File: config.mk
export PLATFORM = sky130hd
export DESIGN_NAME = exu_mdu
export DESIGN_NICKNAME = d
export VERILOG_FILES = /design/src/rtl/exu_pkg.sv /design/src/rtl/exu_muldiv_core.sv /design/src/rtl/exu_mdu.sv
export SDC_FILE = /design/constraint.sdc
export NUM_CORES = 1
export LEC_CHECK = 0
export ABC_AREA = 1
export CORE_MARGIN = 4
export CORE_UTILIZATION = 45
export DETAILED_ROUTE_END_ITERATION = 10
export PLACE_DENSITY = 0.63
export SKIP_LAST_GASP = 1
export SYNTH_ARGS = -nofsm -noshare
export SYNTH_HDL_FRONTEND = slang
export SYNTH_SLANG_ARGS = --single-unit
File: constraint.sdc
create_clock -name clk -period 6.86 [get_ports clk]
set_input_delay 1.372 -clock clk [delete_from_list [all_inputs] [get_ports clk]]
set_output_delay 1.372 -clock clk [all_outputs]
set_load 0.05 [all_outputs]
File: src/rtl/exu_pkg.sv
// Shared opcode constants, FSM encoding and dispatch helpers for the
// execution-unit multiply/divide block.
package exu_pkg;

   localparam logic [5:0] ALU_ADD   = 6'd0;
   localparam logic [5:0] ALU_SUB   = 6'd1;
   localparam logic [5:0] ALU_AND   = 6'd2;
   localparam logic [5:0] ALU_OR    = 6'd3;
   localparam logic [5:0] ALU_XOR   = 6'd4;
   localparam logic [5:0] ALU_SLL   = 6'd5;
   localparam logic [5:0] ALU_SRL   = 6'd6;
   localparam logic [5:0] ALU_SRA   = 6'd7;
   localparam logic [5:0] ALU_LUI   = 6'd8;
   localparam logic [5:0] ALU_MFHI  = 6'd9;
   localparam logic [5:0] ALU_MFLO  = 6'd10;
   localparam logic [5:0] ALU_MTHI  = 6'd11;
   localparam logic [5:0] ALU_MTLO  = 6'd12;
   localparam logic [5:0] ALU_MULT  = 6'd13;
   localparam logic [5:0] ALU_MULTU = 6'd14;
   localparam logic [5:0] ALU_DIV   = 6'd15;
   localparam logic [5:0] ALU_DIVU  = 6'd16;

   typedef enum logic [1:0] {
      ST_IDLE = 2'd0,
      ST_MUL  = 2'd1,
      ST_DIV  = 2'd2,
      ST_HOLD = 2'd3
   } mdu_state_e;

   function automatic logic op_is_mul(input logic [5:0] op);
      return (op == ALU_MULT) || (op == ALU_MULTU);
   endfunction

   function automatic logic op_is_div(input logic [5:0] op);
      return (op == ALU_DIV) || (op == ALU_DIVU);
   endfunction

   function automatic logic op_is_signed(input logic [5:0] op);
      return (op == ALU_MULT) || (op == ALU_DIV);
   endfunction

   // State entered when an operation is accepted.
   function automatic mdu_state_e dispatch(input logic [5:0] op);
      if (op_is_mul(op))
         return ST_MUL;
      else if (op_is_div(op))
         return ST_DIV;
      else
         return ST_HOLD;
   endfunction

endpackage

File: src/rtl/exu_muldiv_core.sv
// Iterative radix-2 shift-add multiplier / restoring divider on operand
// magnitudes; one step per clock for XLEN clocks, sign fix-up on the last step.
module exu_muldiv_core
   import exu_pkg::*;
#(
   parameter int XLEN = 32
) (
   input  logic            clk,
   input  logic            rst,
   input  logic            start,
   input  logic            is_signed,
   input  logic            is_div,
   input  logic [XLEN-1:0] a,
   input  logic [XLEN-1:0] b,
   output logic            done,
   output logic [XLEN-1:0] hi,
   output logic [XLEN-1:0] lo
);

   localparam int CW = $clog2(XLEN);

   logic              run;
   logic [CW-1:0]     cnt;
   logic [2*XLEN-1:0] acc;
   logic [2*XLEN-1:0] acc_nxt;
   logic [2*XLEN-1:0] prod_fix;
   logic [XLEN-1:0]   opb;
   logic [XLEN-1:0]   a_orig;
   logic              div_r;
   logic              neg_q;
   logic              neg_r;
   logic              dz;

   logic              sa;
   logic              sb;
   logic [XLEN-1:0]   ma;
   logic [XLEN-1:0]   mb;
   logic [XLEN:0]     sum;
   logic [XLEN:0]     shifted;
   logic [XLEN:0]     diff;
   logic [XLEN-1:0]   quo;
   logic [XLEN-1:0]   rem;

   always_comb begin
      sa = is_signed & a[XLEN-1];
      sb = is_signed & b[XLEN-1];
      ma = sa ? (~a + 1'b1) : a;
      mb = sb ? (~b + 1'b1) : b;
   end

   // acc holds {partial product, multiplier} for MUL and {remainder, quotient} for DIV.
   always_comb begin
      sum     = {1'b0, acc[2*XLEN-1:XLEN]} + (acc[0] ? {1'b0, opb} : '0);
      shifted = acc[2*XLEN-1:XLEN-1];
      diff    = shifted - {1'b0, opb};
      if (div_r) begin
         if (shifted >= {1'b0, opb})
            acc_nxt = {diff[XLEN-1:0], acc[XLEN-2:0], 1'b1};
         else
            acc_nxt = {shifted[XLEN-1:0], acc[XLEN-2:0], 1'b0};
      end else begin
         acc_nxt = {sum, acc[XLEN-1:1]};
      end
   end

   // Most-negative / -1 falls out naturally: magnitude quotient 2^(XLEN-1) with no sign flip.
   always_comb begin
      prod_fix = neg_q ? (~acc_nxt + 1'b1) : acc_nxt;
      quo      = acc_nxt[XLEN-1:0];
      rem      = acc_nxt[2*XLEN-1:XLEN];
      if (div_r) begin
         if (dz) begin
            lo = '1;
            hi = a_orig;
         end else begin
            lo = neg_q ? (~quo + 1'b1) : quo;
            hi = neg_r ? (~rem + 1'b1) : rem;
         end
      end else begin
         {hi, lo} = prod_fix;
      end
      done = run && (cnt == CW'(XLEN-1));
   end

   always_ff @(posedge clk) begin
      if (rst) begin
         run <= 1'b0;
         cnt <= '0;
      end else if (start) begin
         run <= 1'b1;
         cnt <= '0;
      end else if (run) begin
         if (cnt == CW'(XLEN-1))
            run <= 1'b0;
         cnt <= cnt + 1'b1;
      end
   end

   always_ff @(posedge clk) begin
      if (start) begin
         acc    <= {{XLEN{1'b0}}, (is_div ? ma : mb)};
         opb    <= is_div ? mb : ma;
         div_r  <= is_div;
         neg_q  <= sa ^ sb;
         neg_r  <= sa;
         dz     <= is_div && (b == '0);
         a_orig <= a;
      end else if (run) begin
         acc <= acc_nxt;
      end
   end

endmodule

File: src/rtl/exu_mdu.sv
// Execution-unit ALU / multiply-divide block: single-cycle ALU results and
// iterative MUL/DIV completions share one registered writeback with handshake.
module exu_mdu
   import exu_pkg::*;
#(
   parameter int XLEN = 32,
   parameter int SHW  = $clog2(XLEN)
) (
   input  logic            clk,
   input  logic            rst,
   input  logic            in_valid,
   output logic            in_ready,
   input  logic [5:0]      op_i,
   input  logic [XLEN-1:0] a_i,
   input  logic [XLEN-1:0] b_i,
   input  logic [4:0]      rc_addr_i,
   input  logic            rc_wr_i,
   output logic            out_valid,
   input  logic            out_ready,
   output logic [XLEN-1:0] rc_data,
   output logic [4:0]      rc_addr,
   output logic            rc_wr,
   output logic [XLEN-1:0] hi_o,
   output logic [XLEN-1:0] lo_o,
   output logic            busy
);

   mdu_state_e state;
   mdu_state_e state_nxt;
   logic       accept;

   logic [XLEN-1:0]        alu_res;
   logic                   alu_wr;
   logic [SHW-1:0]         sh;
   logic signed [XLEN-1:0] b_s;

   logic            core_done;
   logic [XLEN-1:0] core_hi;
   logic [XLEN-1:0] core_lo;

   always_ff @(posedge clk) begin
      if (rst)
         state <= ST_IDLE;
      else
         state <= state_nxt;
   end

   always_comb begin
      state_nxt = state;
      in_ready  = 1'b0;
      out_valid = 1'b0;
      busy      = 1'b0;
      accept    = 1'b0;
      case (state)
         ST_IDLE: begin
            in_ready = 1'b1;
            accept   = in_valid;
            if (accept)
               state_nxt = dispatch(op_i);
         end
         ST_MUL, ST_DIV: begin
            busy = 1'b1;
            if (core_done)
               state_nxt = ST_HOLD;
         end
         ST_HOLD: begin
            out_valid = 1'b1;
            in_ready  = out_ready;
            accept    = in_valid && out_ready;
            if (accept)
               state_nxt = dispatch(op_i);
            else if (out_ready)
               state_nxt = ST_IDLE;
         end
         default: state_nxt = ST_IDLE;
      endcase
   end

   always_comb begin
      sh      = a_i[SHW-1:0];
      b_s     = b_i;
      alu_res = '0;
      alu_wr  = 1'b1;
      case (op_i)
         ALU_ADD:  alu_res = a_i + b_i;
         ALU_SUB:  alu_res = a_i - b_i;
         ALU_AND:  alu_res = a_i & b_i;
         ALU_OR:   alu_res = a_i | b_i;
         ALU_XOR:  alu_res = a_i ^ b_i;
         ALU_SLL:  alu_res = b_i << sh;
         ALU_SRL:  alu_res = b_i >> sh;
         ALU_SRA:  alu_res = b_s >>> sh;
         ALU_LUI:  alu_res = a_i;
         ALU_MFHI: alu_res = hi_o;
         ALU_MFLO: alu_res = lo_o;
         default:  alu_wr  = 1'b0;
      endcase
   end

   exu_muldiv_core #(.XLEN(XLEN)) u_core (
      .clk       (clk),
      .rst       (rst),
      .start     (accept && (op_is_mul(op_i) || op_is_div(op_i))),
      .is_signed (op_is_signed(op_i)),
      .is_div    (op_is_div(op_i)),
      .a         (a_i),
      .b         (b_i),
      .done      (core_done),
      .hi        (core_hi),
      .lo        (core_lo)
   );

   // MUL/DIV accept leaves rc_data=0, rc_wr=0; HI/LO land on the completion edge.
   always_ff @(posedge clk) begin
      if (rst) begin
         rc_data <= '0;
         rc_addr <= '0;
         rc_wr   <= 1'b0;
         hi_o    <= '0;
         lo_o    <= '0;
      end else begin
         if (accept) begin
            rc_data <= alu_res;
            rc_addr <= rc_addr_i;
            rc_wr   <= rc_wr_i & alu_wr;
            if (op_i == ALU_MTHI)
               hi_o <= a_i;
            if (op_i == ALU_MTLO)
               lo_o <= a_i;
         end
         if (core_done) begin
            hi_o <= core_hi;
            lo_o <= core_lo;
         end
      end
   end

endmodule

==> results.md, run 1 <==
Clocking:
- The clock tree from TritonCTS is yes.
- The buffer type at the clock tree root is sky130_fd_sc_hd__clkbuf_16.
- The number of gates resized after CTS is 0.
- The H-tree level count is 2.
- The total setup buffers inserted after CTS is 0.
- The number of buffers created by CTS is 34.
- At the later pin of the worst-skew pair, clock insertion delay measures 570 ps.
- CTS saw 242 sinks.
- After clock tree synthesis, the clock-pin slew on the worst setup and hold paths is 60 ps.
- The total of hold buffers inserted after clock tree synthesis is 0.
- The longest clock path from root to sink contains 3 buffers.

STA:
- Setup repair after global routing left no endpoint under its margin.
- Setup total negative slack on the finished layout was measured at 0 ps.
- Static timing analysis puts the maximum clock frequency at 166 MHz.
- The number of failing hold endpoints at the final stage is 0.
- The max-slew headroom at the worst pin is 17.6%.
- The transition time at the pin with the least slew margin is 1230 ps.
- The time the worst path needs with I/O delays and setup is 6020 ps.
- The number of endpoints failing setup at the final stage is 0.
- The final number of max-transition violations is 0.
- The post-route clock skew is 46.5 ps.
- The final worst-path cycle share is 87.7%.

Global routing:
- For this run the aggregate overflow at the end of global routing stands at 0.
- The pin count of the biggest net entering global routing is 124.
- The first global-routing pass estimated 211000 um of wire.
- The number of antenna violations at the first check in global routing is 15.
- The via count of the first global-routing pass is 31.3k.
- The combined global-route utilization of all metal layers is 42.0%.

Routing:
- The count of nets left with antenna violations once routing finished came out at 0.
- For this run, design rule violations remaining after detail routing come to 0.
- After detailed routing, the average wire length per cell comes to 25.3 um.
- The detailed router placed 35.0k vias in this run.
- After detailed routing, the number of vias per cell comes to 6.04.
- The routed design has 147000 um of wire.
- The detailed router's first-iteration violation count is 5116.
- The pre-antenna-repair detailed-routing pass consisted of 6 iterations.

Synthesis:
- Of all flip-flops after synthesis, the portion carrying an async set or reset was 0%.
- The total standard cell area after synthesis is 28400 um^2.
- The area share of the leading cell type in the synthesized netlist is 19.3%.
- The biggest area contributor in the post-synthesis netlist is sky130_fd_sc_hd__nand2_1.
- The mean area per synthesized cell is 5.84 um^2.
- The synthesized instance count is 4859.
- The top flip-flop cell by instance count after synthesis is sky130_fd_sc_hd__dfxtp_1.
- The number of enable-type register cells in the synthesized netlist is 100.
- The post-synthesis cell type count is 66.
- The number of nets in the synthesized netlist is 5110.
- Yosys attributes the largest share of cell area to sky130_fd_sc_hd__nand2_1 (19%), sky130_fd_sc_hd__edfxtp_1 (11%), sky130_fd_sc_hd__dfxtp_1 (10%).
- During synthesis, Yosys emitted a total of 0 warnings.
- The register bit count reported by yosys is 242.
- Sequential cells were found to cover 20.6% of the synthesized design area.

Job:
- Across the run, the number of max-cap violations was 0.

Die:
- The row count is 91.
- The total area inside the core boundary comes to 62100 um^2.
- The die is 259 um wide.
- The floorplan step set the die height to 259 um.
- The number of placed I/O pins is 185.
- The die covers 67100 um^2.
- The initial utilization of the core area, before any placement, comes to 45.7%.

Cells and area:
- Cells with a size suffix above 1 make up 5.60% of the layout.
- In the final design database the tool counted 5187 nets.
- The filler-free cell count of the finished design is 5802.
- The layout-stage area growth over the synthesis result is 13.1%.

Pwr:
- For this design the static power due to leakage is 0.0147 uW.
- Dividing total power by cell area gives a power density of 229 nW/um^2.
- Across the VDD grid, the largest voltage drop is 206 uV.

Setup path:
- In this run the worst setup path begins at b_i[1].
- At the worst endpoint, the arrival time is 6520 ps.
- The kind of start point of the critical path is an input pin.
- The required time at the worst-slack endpoint is 7360 ps.
- The slowest stage of the critical path belongs to the cell sky130_fd_sc_hd__clkdlybuf4s50_1.
- The worst register-to-register path begins at u_core.acc[31].
- The type of element capturing the critical path is a register.
- The delay of the slowest cell on the worst path is 520 ps.
- In this run the worst path has a maximum fanout of 6.
- The most frequent cell on the critical path is sky130_fd_sc_hd__nand2_1.
- The worst setup path is of the in2reg kind.

Min path:
- The worst hold path begins at rc_data[7].
- The min-delay analysis places its worst path in the category reg2reg.

Placement:
- After legalization and detailed placement, the total HPWL measured 119000 um.
- The number of buffers inserted by port buffering is 184.
- The placer congestion estimate is 1.09.
- Counting tap cells, the placed design contains a total of 5737 instances.

Status:
- The flow ran to the end, and the final reports show no timing, DRC or antenna violations.
-- state kept, by name, summed over array words and instances, names as in the netlist --
register	cells
state	2
rc_wr	1
u_core.cnt	5
u_core.dz	1
u_core.opb	32
u_core.a_orig	32
u_core.div_r	1
rc_addr	5
u_core.neg_r	1
u_core.acc	64
hi_o	32
lo_o	32
u_core.run	1
rc_data	32
u_core.neg_q	1
-- worst max-delay path: cells and delay by family --
kind | cells | cell delay, ps
and+or+nand+nor | 22 | 3360
buffers and inverters | 4 | 800
AOI/OAI and AO/OA | 4 | 560
adders and majority gates | 1 | 410
-- stage by stage --
| stage | instance area [um^2] | setup slack, ps | util, % | hold slack, ps | power, uW |
|---|---|---|---|---|---|
| after floorplan | 28400 | 1590 | - | 444 | 4300 |
| after global placement | 31000 | 490 | 49.9 | 448 | 5440 |
| after detailed placement | 31000 | 458 | 49.9 | 452 | 5450 |
| after CTS | 32100 | 1050 | 51.7 | 465 | 7250 |
| after global routing | 32100 | 470 | 51.7 | 480 | 7770 |
| final | 32100 | 842 | 51.7 | 464 | 7350 |
-- cells in the mapped netlist, types with 6 or more instances --
cell,n
sky130_fd_sc_hd__a2111oi_0,11
sky130_fd_sc_hd__a211oi_1,8
sky130_fd_sc_hd__a21oi_1,315
sky130_fd_sc_hd__a221oi_1,20
sky130_fd_sc_hd__a31oi_1,49
sky130_fd_sc_hd__buf_1,31
sky130_fd_sc_hd__buf_2,21
sky130_fd_sc_hd__buf_4,8
sky130_fd_sc_hd__clkbuf_1,161
sky130_fd_sc_hd__clkinv_1,6
sky130_fd_sc_hd__dfxtp_1,142
sky130_fd_sc_hd__edfxtp_1,100
sky130_fd_sc_hd__ha_1,168
sky130_fd_sc_hd__inv_1,599
sky130_fd_sc_hd__inv_2,27
sky130_fd_sc_hd__mux2i_1,16
sky130_fd_sc_hd__nand2_1,1459
sky130_fd_sc_hd__nand2_2,12
sky130_fd_sc_hd__nand3_1,283
sky130_fd_sc_hd__nand3_2,11
sky130_fd_sc_hd__nand3b_1,18
sky130_fd_sc_hd__nand4_1,54
sky130_fd_sc_hd__nor2_1,460
sky130_fd_sc_hd__nor2_2,21
sky130_fd_sc_hd__nor3_1,43
sky130_fd_sc_hd__nor4_1,11
sky130_fd_sc_hd__o2111ai_1,21
sky130_fd_sc_hd__o211ai_1,44
sky130_fd_sc_hd__o21a_1,13
sky130_fd_sc_hd__o21ai_0,450
sky130_fd_sc_hd__o21ai_1,29
sky130_fd_sc_hd__o21bai_1,8
sky130_fd_sc_hd__o221ai_1,16
sky130_fd_sc_hd__o22ai_1,41
sky130_fd_sc_hd__o31ai_1,8
sky130_fd_sc_hd__or2_2,25
sky130_fd_sc_hd__xnor2_1,8
sky130_fd_sc_hd__xor2_1,75
-- per-layer routing --
metal / wire length (um) / up-vias / track usage (%)
li1: - / 16200 / -
met1: 59700 / 16200 / 57.6
met2: 60900 / 2204 / 62.8
met3: 17200 / 398 / 8.83
met4: 8840 / 16 / 20.2
met5: 110 / - / 0
-- cells by family after synthesis --
logic type | count (synthesis) | synth area share [%]
AOI/OAI and AO/OA | 1063 | 21.2
xor gates and xnor gates | 83 | 2.56
DFF | 242 | 20.6
buffers and inverters | 860 | 11.8
muxes | 16 | 0.565
adders and majority gates | 171 | 7.62
and+or+nand+nor | 2424 | 35.7
-- final timing paths --
kind	end	slack (ps)	cells past startpoint
worst max-delay path	rc_data[30]	840	31
worst min-delay path	rc_data[7]	460	2
worst max register to register	hi_o[14]	960	30
worst min register to register	rc_data[7]	460	2
-- cell usage in the layout, fill, tap and decap left out, types with 10 or more instances in the layout --
cell type	Yosys	layout
sky130_fd_sc_hd__nand2_1	1459	1457
sky130_fd_sc_hd__inv_1	599	597
sky130_fd_sc_hd__nor2_1	460	452
sky130_fd_sc_hd__o21ai_0	450	450
sky130_fd_sc_hd__a21oi_1	315	314
sky130_fd_sc_hd__nand3_1	283	282
sky130_fd_sc_hd__clkdlybuf4s50_1	0	180
sky130_fd_sc_hd__ha_1	168	168
sky130_fd_sc_hd__dfxtp_1	142	142
sky130_fd_sc_hd__edfxtp_1	100	100
sky130_fd_sc_hd__buf_4	8	84
sky130_fd_sc_hd__xor2_1	75	75
sky130_fd_sc_hd__nand4_1	54	54
sky130_fd_sc_hd__a31oi_1	49	49
sky130_fd_sc_hd__o211ai_1	44	44
sky130_fd_sc_hd__nor3_1	43	42
sky130_fd_sc_hd__o22ai_1	41	41
sky130_fd_sc_hd__clkbuf_16	0	35
sky130_fd_sc_hd__inv_2	27	29
sky130_fd_sc_hd__nor2_2	21	29
sky130_fd_sc_hd__o21ai_1	29	29
sky130_fd_sc_hd__or2_2	25	25
sky130_fd_sc_hd__o2111ai_1	21	21
sky130_fd_sc_hd__a221oi_1	20	20
sky130_fd_sc_hd__nand3b_1	18	18
sky130_fd_sc_hd__mux2i_1	16	16
sky130_fd_sc_hd__o221ai_1	16	16
sky130_fd_sc_hd__nand2_2	12	14
sky130_fd_sc_hd__o21a_1	13	13
sky130_fd_sc_hd__nand3_2	11	12
sky130_fd_sc_hd__a2111oi_0	11	11
sky130_fd_sc_hd__nor4_1	11	10
sky130_fd_sc_hd__clkbuf_1	161	10
-- report_power, final --
group / leakage, uW / internal [uW] / switching (uW)
Combinational: 0.0122 / 1100 / 2690
Clock: 0.000518 / 1030 / 778
Sequential: 0.00206 / 1620 / 140
-- cell type report --
cell class              count  area [um^2]
diodes                      3         7.51
clock buffers              45          913
clock inverters            17          176
fillers                  6634        30000
inverters                 632         2370
multi-input cells        3757        19200
flip-flops and latches    242         5850
well taps                 837         1050
repair buffers            269         2490
(Power assumes the default switching activity.)
==> run 2: changes to the inputs <==
--- a/config.mk
+++ b/config.mk
@@ -6,6 +6,7 @@
 export NUM_CORES = 1
 export LEC_CHECK = 0
 export ABC_AREA = 1
+export CORE_ASPECT_RATIO = 1.5
 export CORE_MARGIN = 4
 export CORE_UTILIZATION = 45
 export DETAILED_ROUTE_END_ITERATION = 10
==> run 2 against run 1 <==
Compared with the run above: final cell count fell by 0.71%; sequential cell count did not move; power fell by 0.45%; fmax fell by 5.8%; critical path depth fell by 1; combinational power rose by 3%; critical path type is now reg2reg; largest cell class unchanged.
==> results.md, run 2 (synthesis gave the netlist of run 1 again) <==
Status:
- The run finished with clean final reports.

Pwr:
- The leakage power came to 0.0147 uW (-0.11%).
- The maximum vdd ir drop came to 218 uV (+6.0%).
- The cell area power density is 229 nW/um^2 (about the same).

Setup path:
- By startpoint and endpoint, the worst setup path is classified as reg2reg.
- The termination of the worst setup path is hi_o[14].
- The register-to-register path setup slack is 470 ps (-490 ps).
- STA classifies the critical path startpoint as a register.
- The worst-path maximum fanout is 5 (-1).
- The delay of the slowest cell on the worst path is 460 ps (-60 ps).
- The critical path arrival is 6850 ps (+330 ps).
- Among all stages on the critical path, the largest delay is contributed by sky130_fd_sc_hd__a21oi_4.
- The worst setup path is captured at a register.
- In this run the critical register-to-register path is launched from u_core.opb[29].
- The endpoint identified for the worst register-to-register timing path is hi_o[14].
- The cell depth of the worst flop-to-flop path is 30 (unchanged).
- The most critical setup path has its startpoint at u_core.opb[29].
- The required time at the worst-slack endpoint is 7320 ps (-40 ps).
- The most frequent cell on the critical path is sky130_fd_sc_hd__nand2_1.

Clocking:
- The number of buffers on the longest clock path came to 3 (unchanged).
- The clock latency reported for the late side of the worst-skew pair was 620 ps (+50 ps).
- The number of buffers created by CTS is 28 (-18%).
- The clock tree from TritonCTS is yes.
- The H-tree level count is 1 (-1).
- The clock transition at the registers of the reported paths is 70 ps (about the same).
- The total of hold buffers inserted after clock tree synthesis is 0 (unchanged).
- The total setup buffers inserted after CTS is 0 (unchanged).
- Clock tree synthesis selected as its root buffer the cell sky130_fd_sc_hd__clkbuf_16.
- The clock net sink count is 242 (unchanged).
- The number of gates resized after CTS is 0 (unchanged).

Routing:
- The number of detailed-route iterations in the first pass came to 8 (+2).
- The remaining number of nets flagged by the antenna check after routing is 0 (unchanged).
- The total detailed-routing wirelength is 157000 um (+6.9%).
- The average wire length per cell after detail routing is 27.2 um (+7.7%).
- The number of DRC violations after detailed routing is 0 (unchanged).
- The count of vias placed by the detailed router is 34.8k (-0.57%).
- The via-per-instance ratio is 6.05 (+0.14%).
- The detailed router's first-iteration violation count came to 3933 (-23%).

Placement:
- The detailed-placement wirelength estimate is 123000 um (+3.8%).
- The cell total after placement is 5705 (-0.56%).
- The number of buffers inserted by port buffering is 184 (unchanged).
- The placer congestion estimate is 1.08 (-1.5%).
- The pre-CTS worst setup slack is 423 ps (-35.0 ps).

STA:
- The max-slew headroom at the worst pin is 8.99% (-8.6 points).
- The final number of max-transition violations is 0 (unchanged).
- Setup repair after global routing left no endpoint under its margin.
- The summed negative setup slack over all endpoints is 0 ps (unchanged).
- The time the worst path needs with I/O delays and setup is 6390 ps (+368 ps).
- The minimum hold slack is 465 ps (+1.33 ps).
- The highest clock rate came to 157 MHz (-5.8%).
- The number of endpoints failing setup at the final stage is 0 (unchanged).
- The final worst-path cycle share is 93.1% (+5.4 points).
- The number of failing hold endpoints at the final stage was 0 (unchanged).
- The post-route clock skew is 43.6 ps (-2.88 ps).
- The transition time at the pin with the least slew margin is 1350 ps (+117 ps).
- The post-route worst setup slack is 474 ps (-368 ps).

Global routing:
- The residual overflow from global routing is 0 (unchanged).
- The global-route wire length before repair is 223000 um (+5.5%).
- The pin count of the biggest net entering global routing came to 79 (-36%).
- The number of antenna violations at the first check in global routing came to 7 (-8).
- The combined global-route utilization of all metal layers is 45.3% (+3.3 points).
- The via count of the first global-routing pass was 33.8k (+8.0%).

Die:
- The row count is 112 (+23%).
- The die area is 67200 um^2 (+0.12%).
- The core box area was 62400 um^2 (+0.49%).
- The die height is 315 um (+22%).
- The die outline width was 213 um (-18%).
- The starting density of the core is 45.5% (-0.22 points).
- The number of placed I/O pins is 185 (unchanged).

Cells and area:
- Counting flops per register, the top entry is u_core.acc.
- The number of nets in the layout is 5188 (+0.019%).
- The commonest non-fill, non-tap cell in the layout is sky130_fd_sc_hd__nand2_1.
- The layout-stage area growth over the synthesis result is 12.7%.
- The proportion of layout cells with a drive suffix above 1 is 5.69% (+0.084 points).
- The filler-free cell count of the finished design is 5761 (-0.71%).
- The number of flip-flops under the largest register name was 64 (unchanged).
- The library cells used most frequently in the layout, excluding fill and tap cells, are sky130_fd_sc_hd__nand2_1 (1457), sky130_fd_sc_hd__inv_1 (597), sky130_fd_sc_hd__nor2_1 (454), sky130_fd_sc_hd__o21ai_0 (450), sky130_fd_sc_hd__a21oi_1 (314).

Job:
- The max capacitance violation total came to 0 (unchanged).

Min path:
- The tightest min-delay check is of the reg2reg type.
==> run 2: cell count changes in the layout (fill, tap and decap cells not counted), moves of 4 or more <==
cell | previous run | this run
sky130_fd_sc_hd__clkbuf_8 | 0 | 4
sky130_fd_sc_hd__clkbuf_16 | 35 | 29
sky130_fd_sc_hd__buf_4 | 84 | 92
sky130_fd_sc_hd__clkbuf_1 | 10 | 3
==> run 2: worst min path at each step <==
| stage | slack (ps) | to | startpoint | depth (start not counted) |
|---|---|---|---|---|
| after global placement | 450 | rc_addr[0] | rc_addr[0] | 2 |
| after CTS | 470 | rc_addr[0] | rc_addr[0] | 2 |
| after floorplan | 440 | u_core.cnt[4] | u_core.cnt[4] | 2 |
| final | 460 | rc_addr[0] | rc_addr[0] | 2 |
| after detailed placement | 460 | rc_data[3] | rc_data[3] | 2 |
| after global routing | 490 | rc_data[8] | rc_data[8] | 2 |
==> run 2: metal layers <==
metal / vias up / global-route usage, % / routed length [um]
li1: 16200 / - / -
met1: 16100 / 44.7 / 50400
met2: 1830 / 74.4 / 71600
met3: 774 / 10.4 / 13300
met4: 6 / 48.1 / 21500
met5: - / 0 / 28
==> run 2: critical path, delay by kind of cell (launching register included) <==
| kind | cells | cell delay (ps) |
|---|---|---|
| fa+ha+maj | 2 | 570 |
| flops | 1 | 370 |
| simple gates | 20 | 3690 |
| buf+inv | 4 | 610 |
| compound gates | 4 | 960 |
==> run 2: report_power, final <==
group | switching (uW) | internal, uW | leakage [uW] | total, uW
clock network | 741 | 938 | 0.000477 | 1680
logic | 2800 | 1110 | 0.0122 | 3900
registers | 118 | 1620 | 0.00206 | 1740
total | 3660 | 3660 | 0.0147 | 7320
==> run 2: through the flow <==
step                      cell area, um^2  total power, uW  util [%]
after detailed placement            31000             5500      49.7
after floorplan                     28400             4300         -
final                               32000             7320      51.2
after global placement              31000             5480      49.7
after CTS                           31900             7160      51.2
after global routing                32000             7710      51.2
==> run 2: final cells by class <==
type                       instances  area, um^2
fill                            6907       30400
multi-input combinational       3757       19200
sequential                       242        5850
timing repair buffer             276        2530
inverter                         632        2370
tap                              798         998
clock buffer                      36         792
clock inverter                    16         189
antenna                            4        10.0
